File: config.mk
export PLATFORM = sky130hd
export DESIGN_NAME = iter_ctrl
export DESIGN_NICKNAME = d
export VERILOG_FILES = /design/src/rtl/iter_ctrl.sv
export SDC_FILE = /design/constraint.sdc
export NUM_CORES = 1
export LEC_CHECK = 0
export BUFFER_PORTS_ARGS = -buffer_cell sky130_fd_sc_hd__buf_2
export CAP_MARGIN = 20
export CORE_MARGIN = 5
export CORE_UTILIZATION = 35
export CTS_CLUSTER_SIZE = 10
export DETAILED_ROUTE_END_ITERATION = 10
export RECOVER_POWER = 50
export SYNTH_ARGS = -nofsm -noshare
export SYNTH_HDL_FRONTEND = slang
export SYNTH_SLANG_ARGS = --single-unit
export TNS_END_PERCENT = 5
File: constraint.sdc
create_clock -name clk -period 1.6 [get_ports clk]
set_input_delay 0.32 -clock clk [delete_from_list [all_inputs] [get_ports clk]]
set_output_delay 0.32 -clock clk [all_outputs]
set_load 0.02 [all_outputs]
File: src/rtl/iter_ctrl.sv
// iter_ctrl: start/busy/done sequencer for an N-step iterative datapath,
// driving the iteration counter and watching its nEqual terminal flag.
module iter_ctrl #(
    parameter int CW       = 4,
    parameter int WDOG_MAX = 15
) (
    input  logic          clk,
    input  logic          rst,
    input  logic          start,
    input  logic          abort,
    input  logic [CW-1:0] nIn,
    input  logic          nEqual,
    output logic          initCount,
    output logic          enCount,
    output logic          ldReg,
    output logic          stepEn,
    output logic          busy,
    output logic          done,
    output logic          err,
    output logic [CW-1:0] nLat
);
    typedef enum logic [2:0] {IDLE, INIT, RUN, LAST, DONE} state_t;

    state_t        r_state, w_next;
    logic [CW-1:0] r_wdog;
    logic          w_legal, w_wdog_exp, w_set_err;

    assign w_legal    = nIn >= CW'(2);
    assign w_wdog_exp = r_wdog == CW'(WDOG_MAX - 1);

    always_comb begin
        w_next    = r_state;
        w_set_err = 1'b0;
        case (r_state)
            IDLE:    w_next = start ? (w_legal ? INIT : DONE) : IDLE;
            INIT:    w_next = RUN;
            RUN: begin
                w_next    = nEqual ? LAST : (w_wdog_exp ? DONE : RUN);
                w_set_err = !nEqual && w_wdog_exp;
            end
            LAST:    w_next = DONE;
            DONE:    w_next = IDLE;
            default: w_next = IDLE;
        endcase
        // abort outranks everything except an IDLE start, and leaves err alone
        if (abort && r_state != IDLE) begin
            w_next    = IDLE;
            w_set_err = 1'b0;
        end
    end

    always_ff @(posedge clk or posedge rst) begin
        if (rst) begin
            r_state <= IDLE;
            r_wdog  <= '0;
            nLat    <= '0;
            err     <= 1'b0;
        end else begin
            r_state <= w_next;
            r_wdog  <= r_state == INIT ? '0 : (r_state == RUN ? r_wdog + 1'b1 : r_wdog);
            if (r_state == IDLE && start) begin
                nLat <= nIn;
                err  <= !w_legal;
            end else if (w_set_err) begin
                err <= 1'b1;
            end
        end
    end

    assign initCount = r_state == INIT;
    assign ldReg     = r_state == INIT;
    assign enCount   = r_state == RUN;
    assign stepEn    = r_state == RUN || r_state == LAST;
    assign busy      = r_state == INIT || r_state == RUN || r_state == LAST;
    assign done      = r_state == DONE;
endmodule

# After elaboration in Yosys (flattened, before gate mapping)
# Cells that the tools add are included.
# classes
magnitude_cmp	1
muxes	12
eq_ne	5
reduce_logical	12
n_addsub	1
# ops
cell	n
$mux W3	5
$pmux W3 S4	1
$mux W4	2
$eq A3 B2 Y1 const B	2
$add A4 B1 Y4 const B	1
$eq A4 B4 Y1 const B	1
$ge A4 B2 Y1 const B	1
$mux W1	4
$reduce_bool A2 Y1	2
$eq A3 B1 Y1 const B	1
$eq A3 B3 Y1 const B	1
$logic_and A1 B1 Y1	3
$logic_not A3 Y1	1
$logic_or A1 B1 Y1	3
$reduce_bool A3 Y1	1
$logic_not A1 Y1	2
# totals
out_inout_bits	11
inputBits	9
elab_cells	35
regBits	12

# Longest topological paths before layout
# Gate-level depths: netlist (run 1).
# logic_depth
ltp_word	6
mapped_depth	5
mapped_depth_nobuf	5

# Worst setup path before layout (run 1)
# No wires, ideal clock.
# synth_path
path_kind	reg-to-output
startpoint	reg r_state[2]
endpoint	out ldReg
arrival_time_ns	1.278
slack_ns	0.002
required_time_ns	1.280
path_stages_with_launch	5
cell_sequence	dfrtp_1 -> buf_2 -> or3b_1 -> inv_1 -> buf_4
# synth_between
elab_chain_len	1
# synth_lines
item	line_no	rtl
start: declaration	24	state_t r_state, w_next;
start signal: assignment	59	r_state <= w_next;
$eq A3 B1 Y1	n/a	
end: declaration	15	output logic ldReg,
# No other way between the ends.

# Worst setup path in the final report (run 1)
# layout_path
startpoint	reg r_state[2]
endpoint	out ldReg
# layout_between
elab_chain_len	1
# layout_lines
item	line_no	rtl
$eq A3 B1 Y1	71	assign ldReg = r_state == INIT;
# No other way between the ends.

==> flow_summary.json, run 1 <==
{
  "area_growth_pct": 33.7,
  "die_h_um": 53.0,
  "routabilityCongestion": 0.791,
  "yosysMostFrequentCell": "dfrtp_1",
  "cts_made_buffers": 3,
  "status": "finished, violations left",
  "port-buffer-count": 19,
  "ys.flop_type": "dfrtp_1",
  "fp.coreArea_mm2": 0.00175,
  "num_io_pins": 20,
  "grt_pass1_wl_mm": 2.34,
  "drt_pass1_iterations": 4,
  "powerDensity_mw_per_mm2": 1930,
  "crit_fanout": 6,
  "start_util_pct": 37.1,
  "timing.clock.skew_ns": 0.00279,
  "final_cell_area_um2": 865,
  "startpoint_type": "register",
  "place.detailed.hpwl_mm": 1.04,
  "die_w_um": 53.0,
  "final_util_pct": 49.5,
  "critPathRequiredTime_ns": 1.28,
  "cp_data_arrival_time_ns": 1.31,
  "wl_met1_um": 619,
  "cts.clk_slew.worst_paths_ns": 0.07,
  "detail-route-antenna-nets": 0,
  "synth_top_family_by_area": "simple AND/OR/NAND/NOR gates",
  "critPathKind": "reg -> out",
  "cts_hold_buf": 0,
  "rsz0062_at_grt": "yes",
  "grt_usage_pct": 11.9,
  "dpl_cell_area_um2": 764,
  "violations": "negative setup slack",
  "clockBufferDepth": 2,
  "maxUsedRoutingLayer": "met4",
  "dr_wl_met2_um": 694,
  "setup_viol": 2,
  "synthCells": 56,
  "grt_max_degree": 13,
  "hold_viol": 0,
  "yosys_warnings": 0,
  "layout.nets": 95,
  "ir_worst_vdd_v": 0.000669,
  "yosys.area_share.simple_pct": 21.7,
  "wl_mm": 1.41,
  "cap_violations": 0,
  "cts.sinks": 12,
  "maxSlewViolCount": 0,
  "crit_path_end_kind": "output pin",
  "antenna_found_initial": 0,
  "fill_cells": 165,
  "ys_ff_latch": 12,
  "yosysTopAreaCell": "dfrtp_1",
  "cts_tree": "yes",
  "drive_above_1_share_pct": 52.4,
  "h-tree-depth": 1,
  "rows": 15,
  "dieArea_mm2": 0.00281,
  "synth_edf_count": 0,
  "grt_pass1_vias": 509,
  "cts_root_buf": "clkbuf_4",
  "wl_met3_um": 51,
  "ys_top_cells_by_count": "12 x dfrtp_1, 6 x nand2_1, 5 x inv_1",
  "drc": 0,
  "grt.overflow.total": 0,
  "relSlewSlack_pct": 68.8,
  "async_flop_share_pct": 100,
  "synthMuxAreaShare_pct": 13.3,
  "routedWlPerCell_um": 13.1,
  "synth_area_um2": 647,
  "fin_ws_ns": -0.0302,
  "synth-compound-area-share_pct": 8.12,
  "drt_iter0_markers": 7,
  "synth.area.top_cells": "dfrtp_1 46%, mux2_2 7.0%, mux2i_1 4.6%",
  "fin_crit_ns": 1.63,
  "syn_avg_cell_area_um2": 11.6,
  "synth_cell_types": 29,
  "clkLatencyLatePin_ns": 0.27,
  "synth_xor_area_share_pct": 0,
  "hold_path.class": "in -> async",
  "avgViaCountPerCell": 4.79,
  "synth-adder-area-share_pct": 3.87,
  "clock.fmax_mhz": 613,
  "leakage_nw": 0.423,
  "synth.net_count": 67,
  "netlist.area_leader.share_pct": 46.4,
  "fin_crit_sh_pct": 102,
  "seq_area_frac_synth_pct": 46.4,
  "tightest_slew_ns": 0.467,
  "num_vias": 512,
  "diodes": 0
}
worst max-delay path, cell delays in order, from the launching register on:
cell and delay, ns:
dfrtp_2 0.46, or3b_4 0.39, inv_2 0.08, buf_6 0.11
sequential cells by signal (all words and copies together) (netlist names):
signal and flops:
err 1, nLat 4, r_state 3, r_wdog 4
through the flow:
step,worst slack [ns],hold slack (ns),instances,total power [mW],TNS (ns)
2_1_floorplan,0.00150,0.185,56,1.13,0
3_3_place_gp,0.127,0.366,99,1.32,0
3_5_place_dp,0.115,0.357,99,1.34,0
4_1_cts,-0.0503,0.0575,107,1.63,-0.116
5_1_grt,-0.0720,0.0961,107,1.77,-0.311
6_report,-0.0302,0.0433,107,1.67,-0.0601
cells by family (layout without fill, tap and decap cells):
| group | Yosys count | in the layout |
|---|---|---|
| and+or+nand+nor | 20 | 20 |
| DFF | 12 | 12 |
| adders and majority gates | 2 | 2 |
| buffers and inverters | 8 | 34 |
| muxes | 8 | 8 |
| AOI/OAI and AO/OA | 6 | 6 |
where the power goes:
group	leakage [nW]	total, mW	internal [mW]	switching, mW
combinational	0.262	0.933	0.456	0.477
clock	0.0138	0.187	0.0872	0.100
sequential	0.147	0.545	0.436	0.109
total	0.423	1.67	0.979	0.687
placed cells by master, fill, tap and decap left out, types with 2 or more instances in the layout:
cell and count:
nor2_1 2, ha_1 2, dfrtp_2 3, buf_4 8, buf_2 13, clkbuf_4 3, mux2i_1 3, inv_1 4
dfrtp_1 9, nand2_1 6, mux2_2 4, buf_6 4
area by class of cell:
class | count | area [µm²] | share of cell area [%]
Clock buffer | 3 | 22.5 | 2.60
Sequential cell | 12 | 304 | 35.2
Inverter | 5 | 18.8 | 2.17
Multi-Input combinational cell | 36 | 314 | 36.3
Tap cell | 25 | 31.3 | 3.62
Timing Repair Buffer | 26 | 174 | 20.1
repair_timing:
action / 4_1_cts / 5_1_grt
gates cloned: 0 / 0
pin swaps: 0 / 1
endpoints found under the hold margin: 0 / 0
endpoints found under the setup margin: 4 / 8
setup buffers: 5 / 0
resized for setup: 7 / 8
layer usage:
layer	global-route usage [%]	vias up
li1	-	248
met4	8.51	0
met5	0	-
met1	15.1	249
met2	17.1	10
met3	3.10	5
path summary, 6_finish.rpt:
path                            start          to  slack (ns)  cells after the start
setup / recovery           r_state[2]       ldReg       -0.03                      3
hold / removal                    rst     nLat[3]        0.04                      2
setup reg to reg           r_state[2]     nLat[3]        0.01                      5
hold reg to reg               nLat[1]     nLat[1]        0.49                      1
max in group asynchronous         rst  r_state[2]        1.21                      2
min in group clk                abort  r_state[0]        0.27                      2
Note: power is estimated with default switching activity, not from simulation.
==> inputs of run 2 (changes only) <==
--- a/config.mk
+++ b/config.mk
@@ -7,7 +7,7 @@
 export LEC_CHECK = 0
 export BUFFER_PORTS_ARGS = -buffer_cell sky130_fd_sc_hd__buf_2
 export CAP_MARGIN = 20
-export CORE_MARGIN = 5
+export CORE_MARGIN = 3
 export CORE_UTILIZATION = 35
 export CTS_CLUSTER_SIZE = 10
 export DETAILED_ROUTE_END_ITERATION = 10
==> constraint.sdc (replaced) <==
create_clock -name clk -period 1.9 [get_ports clk]
set_input_delay 0.38 -clock clk [delete_from_list [all_inputs] [get_ports clk]]
set_output_delay 0.38 -clock clk [all_outputs]
set_load 0.02 [all_outputs]
==> flow_summary.json, run 2 (synthesis results as in run 1) <==
{
  "status": "completed",
  "cts.clk_slew.worst_paths_ns": 0.07,
  "grt.overflow.total": 0,
  "leakage_nw": 0.382,
  "detail-route-antenna-nets": 0,
  "fp.coreArea_mm2": 0.00161,
  "diodes": 0,
  "port-buffer-count": 19,
  "cts_tree": "yes",
  "avgViaCountPerCell": 4.64,
  "worst_hold_slack_ns": 0.102,
  "powerDensity_mw_per_mm2": 1630,
  "start_util_pct": 40.1,
  "r2r_setup_slack_ns": 0.37,
  "antenna_found_initial": 0,
  "final_cell_mix": "15 x buf_2, 9 x dfrtp_1, 6 x nand2_1",
  "fill_cells": 165,
  "fin_crit_sh_pct": 95.1,
  "cts.sinks": 12,
  "critPathKind": "reg -> out",
  "setup_viol": 0,
  "routabilityCongestion": 0.702,
  "power.share.clock_pct": 15.5,
  "die_h_um": 49.0,
  "pwr-share-comb_pct": 47.1,
  "wl_mm": 1.16,
  "tightest_slew_ns": 0.497,
  "rows": 14,
  "clockBufferDepth": 2,
  "drt_pass1_iterations": 4,
  "routedWlPerCell_um": 11.6,
  "ir_worst_vdd_v": 0.000666,
  "layout.nets": 88,
  "critPathRequiredTime_ns": 1.52,
  "internal_power_mw": 0.743,
  "largestRegisters": "nLat (4), r_wdog (4), r_state (3)",
  "p_seq_share_pct": 37.5,
  "cts_root_buf": "clkbuf_4",
  "grt_pass1_wl_mm": 1.97,
  "drive_above_1_share_pct": 42.1,
  "crit_path_end_kind": "output pin",
  "place.detailed.hpwl_um": 908,
  "startpoint_type": "register",
  "clkLatencyLatePin_ns": 0.27,
  "cap_violations": 0,
  "hold_path.class": "in -> async",
  "clock.fmax_mhz": 553,
  "dieArea_mm2": 0.00240,
  "grt_pass1_vias": 452,
  "grt_max_degree": 13,
  "switching_share_pct": 42.0,
  "rsz0062_at_grt": "no",
  "num_io_pins": 20,
  "die_w_um": 49.0,
  "hold_viol": 0,
  "p_switching_mw": 0.537,
  "fin_crit_ns": 1.81,
  "crit_fanout": 9,
  "cts_setup_buffers": 0,
  "h-tree-depth": 1,
  "maxSlewViolCount": 0,
  "fin_setup_tns_ns": 0,
  "final_common_cell": "buf_2",
  "cp_data_arrival_time_ns": 1.43,
  "cts_made_buffers": 3,
  "num_vias": 464,
  "timing.clock.skew_ns": 0.00288,
  "relSlewSlack_pct": 66.8,
  "drt_iter0_markers": 3,
  "area_growth_pct": 21.5,
  "drc": 0,
  "grt_usage_pct": 10.7
}
==> run 2: cell count changes in the layout (fill, tap and decap cells not counted), sizes merged <==
cell / delta
clkbuf: +4
buf: -10
==> run 2: power groups by stage <==
stage,Clock [mW],Sequential [mW],Combinational [mW]
floorplan,0,0.502,0.446
global placement,0,0.477,0.610
detailed placement,0,0.480,0.613
CTS,0.208,0.478,0.617
global route,0.219,0.506,0.660
finish,0.198,0.480,0.603
==> run 2: final cells by class <==
| type | instances | area [µm²] | area share [%] |
|---|---|---|---|
| flip-flops and latches | 12 | 304 | 38.7 |
| well taps | 24 | 30.0 | 3.82 |
| inverters | 5 | 18.8 | 2.39 |
| repair buffers | 19 | 90.1 | 11.5 |
| multi-input cells | 36 | 307 | 39.0 |
| clock buffers | 4 | 36.3 | 4.62 |
==> run 2: per-layer routing <==
metal,wire [µm],GRT usage [%],vias up
met4,12,2.84,0
met2,565,16.5,8
met3,50,4.89,2
li1,-,-,234
met1,536,13.4,220
met5,0,0,-
==> run 2: worst paths after layout <==
| kind | end | startpoint | cells after the start |
|---|---|---|---|
| setup / recovery | ldReg | r_state[2] | 3 |
| hold / removal | r_wdog[0] | rst | 2 |
| setup reg to reg | nLat[2] | r_state[0] | 2 |
| hold reg to reg | r_wdog[3] | r_wdog[3] | 1 |
| max in group asynchronous | r_state[2] | rst | 2 |
| min in group clk | r_state[0] | abort | 2 |
==> run 2: per-stage QoR <==
stage                     setup slack [ns]  area (µm²)  power (mW)  instances  utilization [%]
after global routing               0.00569         786        1.39        100             48.8
after global placement               0.283         748        1.09         96             46.4
after CTS                          0.00532         787        1.30        100             48.8
after floorplan                      0.242         647       0.948         56                -
after detailed placement             0.261         748        1.09         96             46.4
final                               0.0924         786        1.28        100             48.8
==> run 2: worst max-delay path, stage by stage (launching register included) <==
cell,delay (ns)
dfrtp_2,0.49
or3b_4,0.43
inv_1,0.08
buf_2,0.16
==> run 2: timing repair <==
item,in CTS,in global routing
hold buffers,0,0
resized for setup,2,2
endpoints found under the setup margin,2,2
gates cloned,0,0
